File: src/rtl/flexible_deque.sv
// Double-ended queue on an N-entry circular buffer. One command per cycle; pops and
// replaces return the removed word on PopData with a one-cycle PopValid pulse.
module flexible_deque #(
  parameter int unsigned N = 32,
  parameter int unsigned W = 8
) (
  input  logic                 clk,
  input  logic                 Reset,
  input  logic                 CmdValid,
  input  logic [2:0]           CMD,
  input  logic [W-1:0]         DataIn,
  output logic [W-1:0]         Front,
  output logic [W-1:0]         Back,
  output logic [W-1:0]         PopData,
  output logic                 PopValid,
  output logic [$clog2(N):0]   Count,
  output logic                 Empty,
  output logic                 Full,
  output logic                 Overflow,
  output logic                 Underflow
);

  localparam int unsigned AW = $clog2(N);
  localparam logic [AW:0] CountMax = (AW+1)'(N);

  localparam logic [2:0] CmdPushBack     = 3'b001;
  localparam logic [2:0] CmdPushFront    = 3'b010;
  localparam logic [2:0] CmdPopFront     = 3'b011;
  localparam logic [2:0] CmdPopBack      = 3'b100;
  localparam logic [2:0] CmdClear        = 3'b101;
  localparam logic [2:0] CmdReplaceFront = 3'b110;

  logic [W-1:0]  mem [N];
  logic [AW-1:0] head_q, head_d, tail_q, tail_d;
  logic [AW:0]   count_q, count_d;
  logic [W-1:0]  pop_data_q, pop_data_d;
  logic          pop_valid_q, pop_valid_d;
  logic          overflow_q, overflow_d, underflow_q, underflow_d;
  logic          we;
  logic [AW-1:0] waddr;
  logic [AW-1:0] head_m1, head_p1, tail_m1;

  // Power-of-two depth makes modulo-N wrap the natural pointer overflow.
  assign head_m1 = head_q - 1'b1;
  assign head_p1 = head_q + 1'b1;
  assign tail_m1 = tail_q - 1'b1;

  assign Empty     = (count_q == '0);
  assign Full      = (count_q == CountMax);
  assign Count     = count_q;
  assign Front     = Empty ? '0 : mem[head_q];
  assign Back      = Empty ? '0 : mem[tail_m1];
  assign PopData   = pop_data_q;
  assign PopValid  = pop_valid_q;
  assign Overflow  = overflow_q;
  assign Underflow = underflow_q;

  always_comb begin
    head_d      = head_q;
    tail_d      = tail_q;
    count_d     = count_q;
    pop_data_d  = pop_data_q;
    pop_valid_d = 1'b0;
    overflow_d  = overflow_q;
    underflow_d = underflow_q;
    we          = 1'b0;
    waddr       = tail_q;
    if (CmdValid) begin
      case (CMD)
        CmdPushBack: begin
          if (Full) begin
            overflow_d = 1'b1;
          end else begin
            we      = 1'b1;
            waddr   = tail_q;
            tail_d  = tail_q + 1'b1;
            count_d = count_q + 1'b1;
          end
        end
        CmdPushFront: begin
          if (Full) begin
            overflow_d = 1'b1;
          end else begin
            we      = 1'b1;
            waddr   = head_m1;
            head_d  = head_m1;
            count_d = count_q + 1'b1;
          end
        end
        CmdPopFront: begin
          if (Empty) begin
            underflow_d = 1'b1;
          end else begin
            pop_data_d  = mem[head_q];
            pop_valid_d = 1'b1;
            head_d      = head_p1;
            count_d     = count_q - 1'b1;
          end
        end
        CmdPopBack: begin
          if (Empty) begin
            underflow_d = 1'b1;
          end else begin
            pop_data_d  = mem[tail_m1];
            pop_valid_d = 1'b1;
            tail_d      = tail_m1;
            count_d     = count_q - 1'b1;
          end
        end
        CmdClear: begin
          head_d      = '0;
          tail_d      = '0;
          count_d     = '0;
          overflow_d  = 1'b0;
          underflow_d = 1'b0;
        end
        CmdReplaceFront: begin
          if (Empty) begin
            underflow_d = 1'b1;
          end else begin
            pop_data_d  = mem[head_q];
            pop_valid_d = 1'b1;
            we          = 1'b1;
            waddr       = head_q;
          end
        end
        default: ;
      endcase
    end
  end

  always_ff @(posedge clk or negedge Reset) begin
    if (!Reset) begin
      head_q      <= '0;
      tail_q      <= '0;
      count_q     <= '0;
      pop_data_q  <= '0;
      pop_valid_q <= 1'b0;
      overflow_q  <= 1'b0;
      underflow_q <= 1'b0;
    end else begin
      head_q      <= head_d;
      tail_q      <= tail_d;
      count_q     <= count_d;
      pop_data_q  <= pop_data_d;
      pop_valid_q <= pop_valid_d;
      overflow_q  <= overflow_d;
      underflow_q <= underflow_d;
    end
  end

  // Storage is not reset; Empty masks stale contents on Front/Back.
  always_ff @(posedge clk) begin
    if (we && Reset) begin
      mem[waddr] <= DataIn;
    end
  end

endmodule

File: config.mk
export PLATFORM = sky130hd
export DESIGN_NAME = flexible_deque
export DESIGN_NICKNAME = d
export VERILOG_FILES = /design/src/rtl/flexible_deque.sv
export SDC_FILE = /design/constraint.sdc
export NUM_CORES = 1
export LEC_CHECK = 0
export CORE_ASPECT_RATIO = 1.2
export CORE_MARGIN = 8
export CORE_UTILIZATION = 50
export CTS_BUF_LIST = sky130_fd_sc_hd__clkbuf_4
export CTS_CLUSTER_SIZE = 14
export DETAILED_ROUTE_END_ITERATION = 12
export GPL_TIMING_DRIVEN = 1
export MAX_ROUTING_LAYER = met4
export PLACE_DENSITY = 0.67
export SKIP_LAST_GASP = 1
export SYNTH_ARGS = -nofsm -noshare
export SYNTH_HDL_FRONTEND = slang
export SYNTH_SLANG_ARGS = --single-unit
File: constraint.sdc
create_clock -name clk -period 4.2 [get_ports clk]
set_input_delay 1.05 -clock clk [delete_from_list [all_inputs] [get_ports clk]]
set_output_delay 1.05 -clock clk [all_outputs]
set_load 0.02 [all_outputs]
==> run metrics <==
Tcrit/Tclk final 99.5%; initial antenna violation count 2; first-pass GRT wire length 65.8 mm; multi-input logic area 6030 um2; Hold Path Depth 2; Critical path buffers and inverters 5; hold_buf cts 0; TritonCTS Sinks 283; DR DRC count 0; status finished clean; Clock Skew 0.0566 ns; Critical-path top delay cell dfrtp_4; cell area after synthesis 14,500 um2; CTS tree built; FMAX 239 MHz; routed length per instance 27.5 um; Num CTS Buffers 72; largest net degree at the start of global routing 33; Port Buf Inserts 48; filler instances 2,215; clock buffer depth 3; CP Class flip-flop to output pin; asr flop ratio synth 9.54%; number of synthesized flops with an enable pin 256; top_reg_cell synth edfxtp_1; delay-heaviest family, CP buffers and inverters; Post-Layout Cell Count 1,653; drt first pass iters 6; Lkg Pwr 0.00622 uW; synth warn 0; CP endpoint kind output pin; max-slew violations 0; vias 10,604; post-DP HPWL 29.5 mm; layout cells sized above 1 36.7%; Final Hold Viols 0; Die ar. 34,800 um2; Die Height 203 um; CP Cell Sequence buf_6 -> buf_6 -> mux2_2 -> o22ai_2 -> a2111oi_2 -> buf_4 -> a211oi_1 -> buf_4 -> nor2_1 -> dlygate4sd2_1; Post-Route WL 45.4 mm; sequential area share after synthesis 57.6%; H-tree depth 3; Layout Nets 1,233; initial core utilization 50.7%; post-route ant nets 0; worst endpoint required time 3.15 ns; hold crit path type flip-flop to flip-flop; slew margin rel. 29.4%; Unique masters post-synth 70; Final Setup Violations 0; Syn Inst Count 1,013; synthesis-to-finish area growth 22.0%; Iter 0 DRT Violations 1,100; # rows 68; crit start category flip-flop; Clk pin slew, worst setup/hold paths 0.06 ns; synthesis-stage register bit count 283; register area 8370 um2; grt total ovfl 0; Crit. path cell count 10; VDD IR max 0.412 mV; Top Ports 49; Root Buffer clkbuf_4; Power Density 791 nW/um2; CP peak stage delay 0.46 ns; number of global-route vias before repair 10,629; Arr. time, crit path 3.13 ns; Global Route Usage Sum 26.6%; Setup TNS 0 ns; Worst-Margin Slew 1.06 ns; number of vias per cell 6.42; worst-skew pair later-pin latency 0.72 ns; critical path fanouts, max 13; DIE WIDTH 172 um; Reg2Reg Depth 12; max cap viols 0; dpl cells 1,493; core area 28,700 um2; Net Count, Synth 1,036; Mean Syn Cell Area 14.3 um2; fin crit period 4.18 ns; unrepaired setup endpoints after global routing yes; RePlAce Congestion 0.933
## final timing paths
path                                   startpoint                     end  slack (ns)
hold reg to reg            PopData[7]$_DFFE_PN0P_  PopData[7]$_DFFE_PN0P_        0.50
setup reg to reg            head_q[1]$_DFFE_PN0P_    mem[27][6]$_DFFE_PP_        0.55
setup / recovery            head_q[1]$_DFFE_PN0P_                Front[1]        0.02
min in group asynchronous                   Reset      PopValid$_DFF_PN0_        0.83
hold / removal             PopData[7]$_DFFE_PN0P_  PopData[7]$_DFFE_PN0P_        0.50
max in group asynchronous                   Reset   head_q[1]$_DFFE_PN0P_        2.99
## per-stage QoR
step / worst slack (ns) / instance area, um2 / hold WS, ns / utilization, % / power, uW
floorplan: 0.229 / 14500 / 0.594 / - / 7680
global placement: 0.137 / 16200 / 0.474 / 56.5 / 10600
detailed placement: 0.0968 / 16200 / 0.484 / 56.5 / 10700
CTS: -0.145 / 17600 / 0.503 / 61.3 / 13800
global route: -0.0833 / 17700 / 0.511 / 61.8 / 14600
finish: 0.0219 / 17700 / 0.502 / 61.8 / 14000
## placed cells by master (no fill, tap or decap), drive strengths merged, types with 11 or more instances in the layout
cell type / n
a221o: 14
and2: 11
mux4: 64
nor2b: 15
a211oi: 23
clkbuf: 113
nand2: 76
o22ai: 44
buf: 152
mux2i: 74
o21ai: 19
dfrtp: 27
mux2: 56
a21oi: 18
inv: 16
edfxtp: 256
clkinv: 20
clkdlybuf4s50: 32
nor2: 55
nor3: 25
a22oi: 11
## synthesized netlist by cell type (all sizes together) (6+ instances only)
master   number  share of area [%]
mux2i        74                5.1
o221ai       10               0.77
nand2        76                2.0
nor2b        15               0.65
mux4         64                9.9
a32o          8               0.55
o21ai        19               0.68
edfxtp      256                 53
nor3         25                1.3
dfrtp        27                4.7
a21o          6               0.31
clkbuf       36               0.93
a211oi       23                1.2
inv          14               0.36
o22ai        44                1.9
mux2         56                4.3
ha            8               0.69
nand3         8               0.38
a31oi         6               0.30
nor4          6               0.26
a22oi        11               0.57
nor2         55                1.4
a221o        14               0.96
o31ai        10               0.61
and2         11               0.47
buf          36                1.4
nand2b        9               0.39
a311o         9               0.62
a221oi        8               0.48
a2111oi       7               0.42
a21oi        18               0.70
## routing by layer
| metal | share of wire (%) | vias up | track usage (%) |
|---|---|---|---|
| met5 | 0 | - | - |
| li1 | - | 4553 | - |
| met2 | 48 | 598 | 41.8 |
| met1 | 37 | 5298 | 30.9 |
| met3 | 9.4 | 155 | 5.93 |
| met4 | 6.1 | 0 | 15.9 |
## power breakdown
part / internal [uW] / switching (uW) / total [uW]
combinational: 3670 / 4550 / 8220
clock: 1220 / 1140 / 2360
sequential: 3210 / 220 / 3430
## kinds of logic after synthesis
logic type | Yosys count | synth area share [%]
xor gates and xnor gates | 10 | 0.603
adders and majority gates | 9 | 0.827
AOI/OAI and AO/OA | 214 | 11.5
muxes | 194 | 19.4
and+or+nand+nor | 216 | 7.39
buffers and inverters | 87 | 2.73
DFF | 283 | 57.6
## state kept, by name, indices dropped and copies added (netlist names)
register / cells
Count: 6
Overflow: 1
PopData: 8
PopValid: 1
Underflow: 1
head_q: 5
mem: 256
tail_q: 5
## area by class of cell
class	count	share of cell area, %
diodes	2	0.0282
clock buffers	106	4.49
clock inverters	24	0.720
inverters	15	0.332
multi-input cells	643	34.0
flip-flops and latches	283	47.3
well taps	385	2.72
repair buffers	195	10.4
## worst reg2reg max path: cells and delay by family (launching register included)
| family | cells | cell delay (ns) |
|---|---|---|
| AO/OA/AOI/OAI | 2 | 0.51 |
| buffers and inverters | 6 | 1.08 |
| adder cells (fa/ha/maj) | 1 | 0.25 |
| XOR/XNOR | 1 | 0.12 |
| flip-flops | 1 | 0.52 |
| AND/OR/NAND/NOR | 2 | 0.89 |
## repair_timing
| item | CTS | global route |
|---|---|---|
| setup buffers | 14 | 12 |
| gates resized for setup | 89 | 34 |
| pin swaps | 7 | 16 |
| cloned | 6 | 2 |
| endpoints found under the setup margin | 17 | 15 |
Power figures use the tool's default switching activity.
==> RTL change 1, RTL diff (config.mk and constraints unchanged) <==
`W`: 8 -> 12.
--- a/src/rtl/flexible_deque.sv
+++ b/src/rtl/flexible_deque.sv
@@ -2,7 +2,7 @@
 // replaces return the removed word on PopData with a one-cycle PopValid pulse.
 module flexible_deque #(
   parameter int unsigned N = 32,
-  parameter int unsigned W = 8
+  parameter int unsigned W = 12
 ) (
   input  logic                 clk,
   input  logic                 Reset,
Ports: changed (resized Back, DataIn, Front and PopData); port bits go from 49 to 65. No check against the original RTL was run, so the function may have changed too.
==> RTL change 1 against the original RTL <==
Via count grew 42%. Routed wire length grew 43%. Synthesized cell count grew 46%. Sequential share of layout area grew 1.7 points. First-iteration DRC count grew 38%. Setup slack lost 0.013 ns. Worst hold slack lost 0.20 ns. Final area grew 42%. Combinational power grew 42%. Sequential cell count grew 132. Area after synthesis grew 42%. Non-clock buffer count grew 48. Total power grew 43%.
==> RTL change 1: results (changes against the original RTL) <==
grt_pass1_wl_mm: 93.9  # was 65.8 mm
run_status: "finished clean"  # unchanged
critical_path.max_fanout: 5  # was 13
async_flop_share_pct: 7.47  # was 9.54%
post_cts_buffers: 31  # was 14
holdWs_ns: 0.306  # was 0.502 ns
grt_pass1_vias: 15000  # was 10600
place_congestion: 0.963  # was 0.933
reg2reg_depth: 11  # was 12
synth_area_leaders: "edfxtp_1, mux4_2, mux2i_1"  # unchanged
hpwl_mm: 40.3  # was 29.5 mm
hold_path_class: "input pin to async pin"  # was flip-flop to flip-flop
met1_length_mm: 24.4  # was 16.6 mm
vdd_drop_max_mv: 0.641  # was 0.412 mV
first_iter_violations: 1517  # was 1100
place_inst: 2098  # was 1493
dpl_worst_slack_ns: 0.213  # was 0.0968 ns
clock_latency_ns: 0.85  # was 0.72 ns
wl_met2_mm: 31.1  # was 21.7 mm
placed_cell_area_mm2: 0.0228  # was 0.0162 mm2
ff2ff_setup_slack_ns: 0.76  # was 0.55 ns
wire_per_inst_um: 27.9  # was 27.5 um
synth_edf_count: 384  # was 256
synthCells: 1482  # was 1013
yosysSeqAreaShare_pct: 59.9  # was 57.6%
fin_nets: 1746  # was 1233
grt_max_degree: 41  # was 33
[RTL change 1: cell types whose count changed in the layout (fill, tap and decap cells not counted), moves of 20 or more]
cell,unedited run,this run
nor2_1,52,78
mux2i_1,73,192
nand2_2,1,21
edfxtp_1,256,384
a22oi_1,11,95
buf_12,12,39
mux2_2,56,0
nand2_1,75,203
mux4_2,64,96
clkbuf_4,106,154
[RTL change 1: metal layers]
metal,vias to the layer above,global-route usage [%]
met5,-,-
met4,0,14.3
met3,160,5.47
met2,975,43.0
met1,7507,33.2
li1,6365,-
[RTL change 1: how the worst max path moves through the flow]
stage	start	slack, ns	depth (start not counted)	to
global route	tail_q[0]	-0.09	12	Back[2]
floorplan	tail_q[0]	0.12	13	Back[11]
finish	tail_q[0]	0.009	11	Back[0]
global placement	tail_q[1]	0.29	11	Back[2]
CTS	tail_q[0]	-0.18	12	Back[6]
detailed placement	tail_q[1]	0.21	11	Back[2]
[RTL change 1: area by class of cell]
cell class | count | area [um2]
timing repair buffer | 243 | 2690
antenna | 1 | 2.50
inverter | 20 | 81.3
clock buffer | 154 | 1160
multi-input combinational | 937 | 8070
clock inverter | 26 | 155
tap | 539 | 674
fill | 3083 | 15500
sequential | 415 | 12300
[RTL change 1: cells by family after synthesis]
logic type / Yosys count / synth area share (%)
flops: 415 / 59.9
simple gates: 372 / 7.60
mux: 288 / 19.9
compound gates: 258 / 9.23
buf+inv: 131 / 2.49
xor+xnor: 9 / 0.383
fa+ha+maj: 9 / 0.584
[RTL change 1: power groups by stage]
stage	Sequential [mW]	Clock, mW	Combinational [mW]
5_1_grt	4.93	3.66	12.2
4_1_cts	4.93	3.46	11.1
3_3_place_gp	5.02	0	9.86
6_report	4.91	3.40	11.7
3_5_place_dp	5.02	0	9.91
2_1_floorplan	4.98	0	5.81
==> RTL change 2, RTL diff (config.mk and constraints unchanged) <==
Made on the original files. Register the output `Overflow` once more, without a reset; this adds one clock of latency there. The other outputs are not delayed to match.
--- a/src/rtl/flexible_deque.sv
+++ b/src/rtl/flexible_deque.sv
@@ -52,7 +52,9 @@
   assign Back      = Empty ? '0 : mem[tail_m1];
   assign PopData   = pop_data_q;
   assign PopValid  = pop_valid_q;
-  assign Overflow  = overflow_q;
+  always_ff @(posedge clk) begin
+    Overflow <= overflow_q;
+  end
   assign Underflow = underflow_q;
 
   always_comb begin
Function: not settled (the Yosys comparison gave no result); the edit may change what the design does.
==> RTL change 2 against the original RTL <==
The flow now finishes with violations (negative setup slack). Cell count decreased by 1.4%. Register-to-register slack is essentially flat. Worst hold slack worse by 0.097 ns. Area after synthesis grew 0.40%. Setup slack got worse by 0.13 ns. Largest cell class unchanged. Count of clock-buffer cells in the layout decreased by 10. Sequential cell count rose by 1. Final area shrank 2.2%. Critical path depth decreased by 5. Critical endpoint is now Front[0]. Maximum frequency down 3.1%. Total power decreased by 3.2%. Routed wire length shrank 7.1%.
==> RTL change 2: results (changes against the original RTL) <==
run_status: "finished, violations left"  # was finished clean
failed_checks: "negative setup slack"
buf_share_pct: 8.27  # was 10.4%
fin_nets: 1213  # was 1233
first_iter_violations: 978  # was 1100
nClkBuffers: 96  # was 106
syn-num-nets: 1060  # was 1036
multi_input_area_mm2: 0.00604  # was 0.00603 mm2
vdd_drop_max_mv: 0.492  # was 0.412 mV
track_usage_pct: 25.1  # was 26.6%
fin_setup_tns_ns: -0.111  # was 0 ns
cts_inserted_buffers: 71  # was 72
n_all_inverters: 17  # was 15
yosysWarnings: 0  # unchanged
ys_ff_latch: 284  # was 283
p_leak_nw: 6.07  # was 6.22 nW
r2r_end: "mem[22][6]"  # was mem[27][6]
grtUsageMet3_pct: 5.27  # was 5.93%
clk_share_pct: 5.35  # was 5.21%
multi_input_area_share_pct: 34.8  # was 34.0%
crit_start: "head_q[3]"  # was head_q[1]
use_met2_pct: 40.1  # was 41.8%
signal_buffers: 150  # was 195
dpl_worst_slack_ns: 0.0292  # was 0.0968 ns
cp-endpoint: "Front[0]"  # was Front[1]
place_inst: 1487  # was 1493
wire_per_inst_um: 25.9  # was 27.5 um
hold_start: "overflow_q"  # was PopData[7]
grt_util_met1_pct: 29.5  # was 30.9%
place_congestion: 0.915  # was 0.933
clock_latency_ns: 0.74  # was 0.72 ns
hpwl_mm: 28.5  # was 29.5 mm
critical_path.max_fanout: 11  # was 13
avgSynthCellArea_um2: 14.1  # was 14.3 um2
regArea_mm2: 0.00839  # was 0.00837 mm2
fin_ws_ns: -0.111  # was 0.0219 ns
async_flop_share_pct: 9.51  # was 9.54%
antenna_found_initial: 1  # was 2
fp-row-count: 68  # unchanged
netlist_top_cells_count: "edfxtp_1, mux2i_1, mux4_2"  # was edfxtp_1, nand2_1, mux2i_1
reg2reg_depth: 9  # was 12
via_per_inst: 6.25  # was 6.42
synth_area_leaders: "edfxtp_1, mux4_2, mux2i_1"  # unchanged
num-fill-cells: 2293  # was 2215
worstPathArrival_ns: 3.26  # was 3.13 ns
drive_above_1_share_pct: 28.8  # was 36.7%
setup_violations: 1  # was 0
skew_ns: 0.0682  # was 0.0566 ns
diodes: 1  # was 2
yosysSeqAreaShare_pct: 57.5  # was 57.6%
drtPass1Iterations: 5  # was 6
grt_pass1_vias: 10300  # was 10600
placed_cell_area_mm2: 0.0160  # was 0.0162 mm2
tightest_slew_ns: 1.30  # was 1.06 ns
hold_depth: 0  # was 2
ys_types: 69  # was 70
wirelength_mm: 42.2  # was 45.4 mm
multi_input_comb_cells: 666  # was 643
grt_pass1_wl_mm: 62.7  # was 65.8 mm
## RTL change 2: cells by family (layout without fill, tap and decap cells)
logic type / count (synthesis) / count (layout) / share of synthesized area, %
adders and majority gates: 9 / 9 / 0.824
DFF: 284 / 284 / 57.5
buffers and inverters: 87 / 294 / 2.77
AOI/OAI and AO/OA: 179 / 179 / 8.66
muxes: 225 / 225 / 21.2
and+or+nand+nor: 242 / 242 / 8.42
xor gates and xnor gates: 11 / 11 / 0.661
other: 0 / 1 / 0
## RTL change 2: critical path, stage by stage, from the launching register on
cell and delay, ns:
dfrtp_1 0.53, nor2_1 0.60, nand3_1 0.26, and4_1 0.36
nor2_1 0.14, clkdlybuf4s50_1 0.62
## RTL change 2: how the worst min path moves through the flow
| stage | slack [ns] | end |
|---|---|---|
| finish | 0.41 | Overflow |
| detailed placement | 0.38 | Overflow |
| CTS | 0.40 | Overflow |
| global placement | 0.38 | Overflow |
| global route | 0.41 | Overflow |
| floorplan | 0.36 | Overflow |
## RTL change 2: repair_timing
| item | CTS | global route |
|---|---|---|
| pin swaps | 1 | 3 |
| buffers inserted | 9 | 3 |
| cloned | 3 | 0 |
| gates resized for setup | 61 | 27 |
| endpoints found under the setup margin | 16 | 12 |
## RTL change 2: report_power, final
part / total [mW] / switching [mW] / leakage (nW) / internal [mW]
Clock: 2.38 / 1.12 / 0.548 / 1.26
Sequential: 3.45 / 0.218 / 2.64 / 3.23
Combinational: 7.74 / 4.39 / 2.88 / 3.35
Total: 13.6 / 5.73 / 6.07 / 7.84
## RTL change 2: per-layer routing
metal	vias up	share of wire, %	routed length (um)
met5	-	0	0
met4	0	4.1	1740
met3	116	8.2	3440
met2	485	49	20800
met1	5073	38	16100
li1	4516	-	-
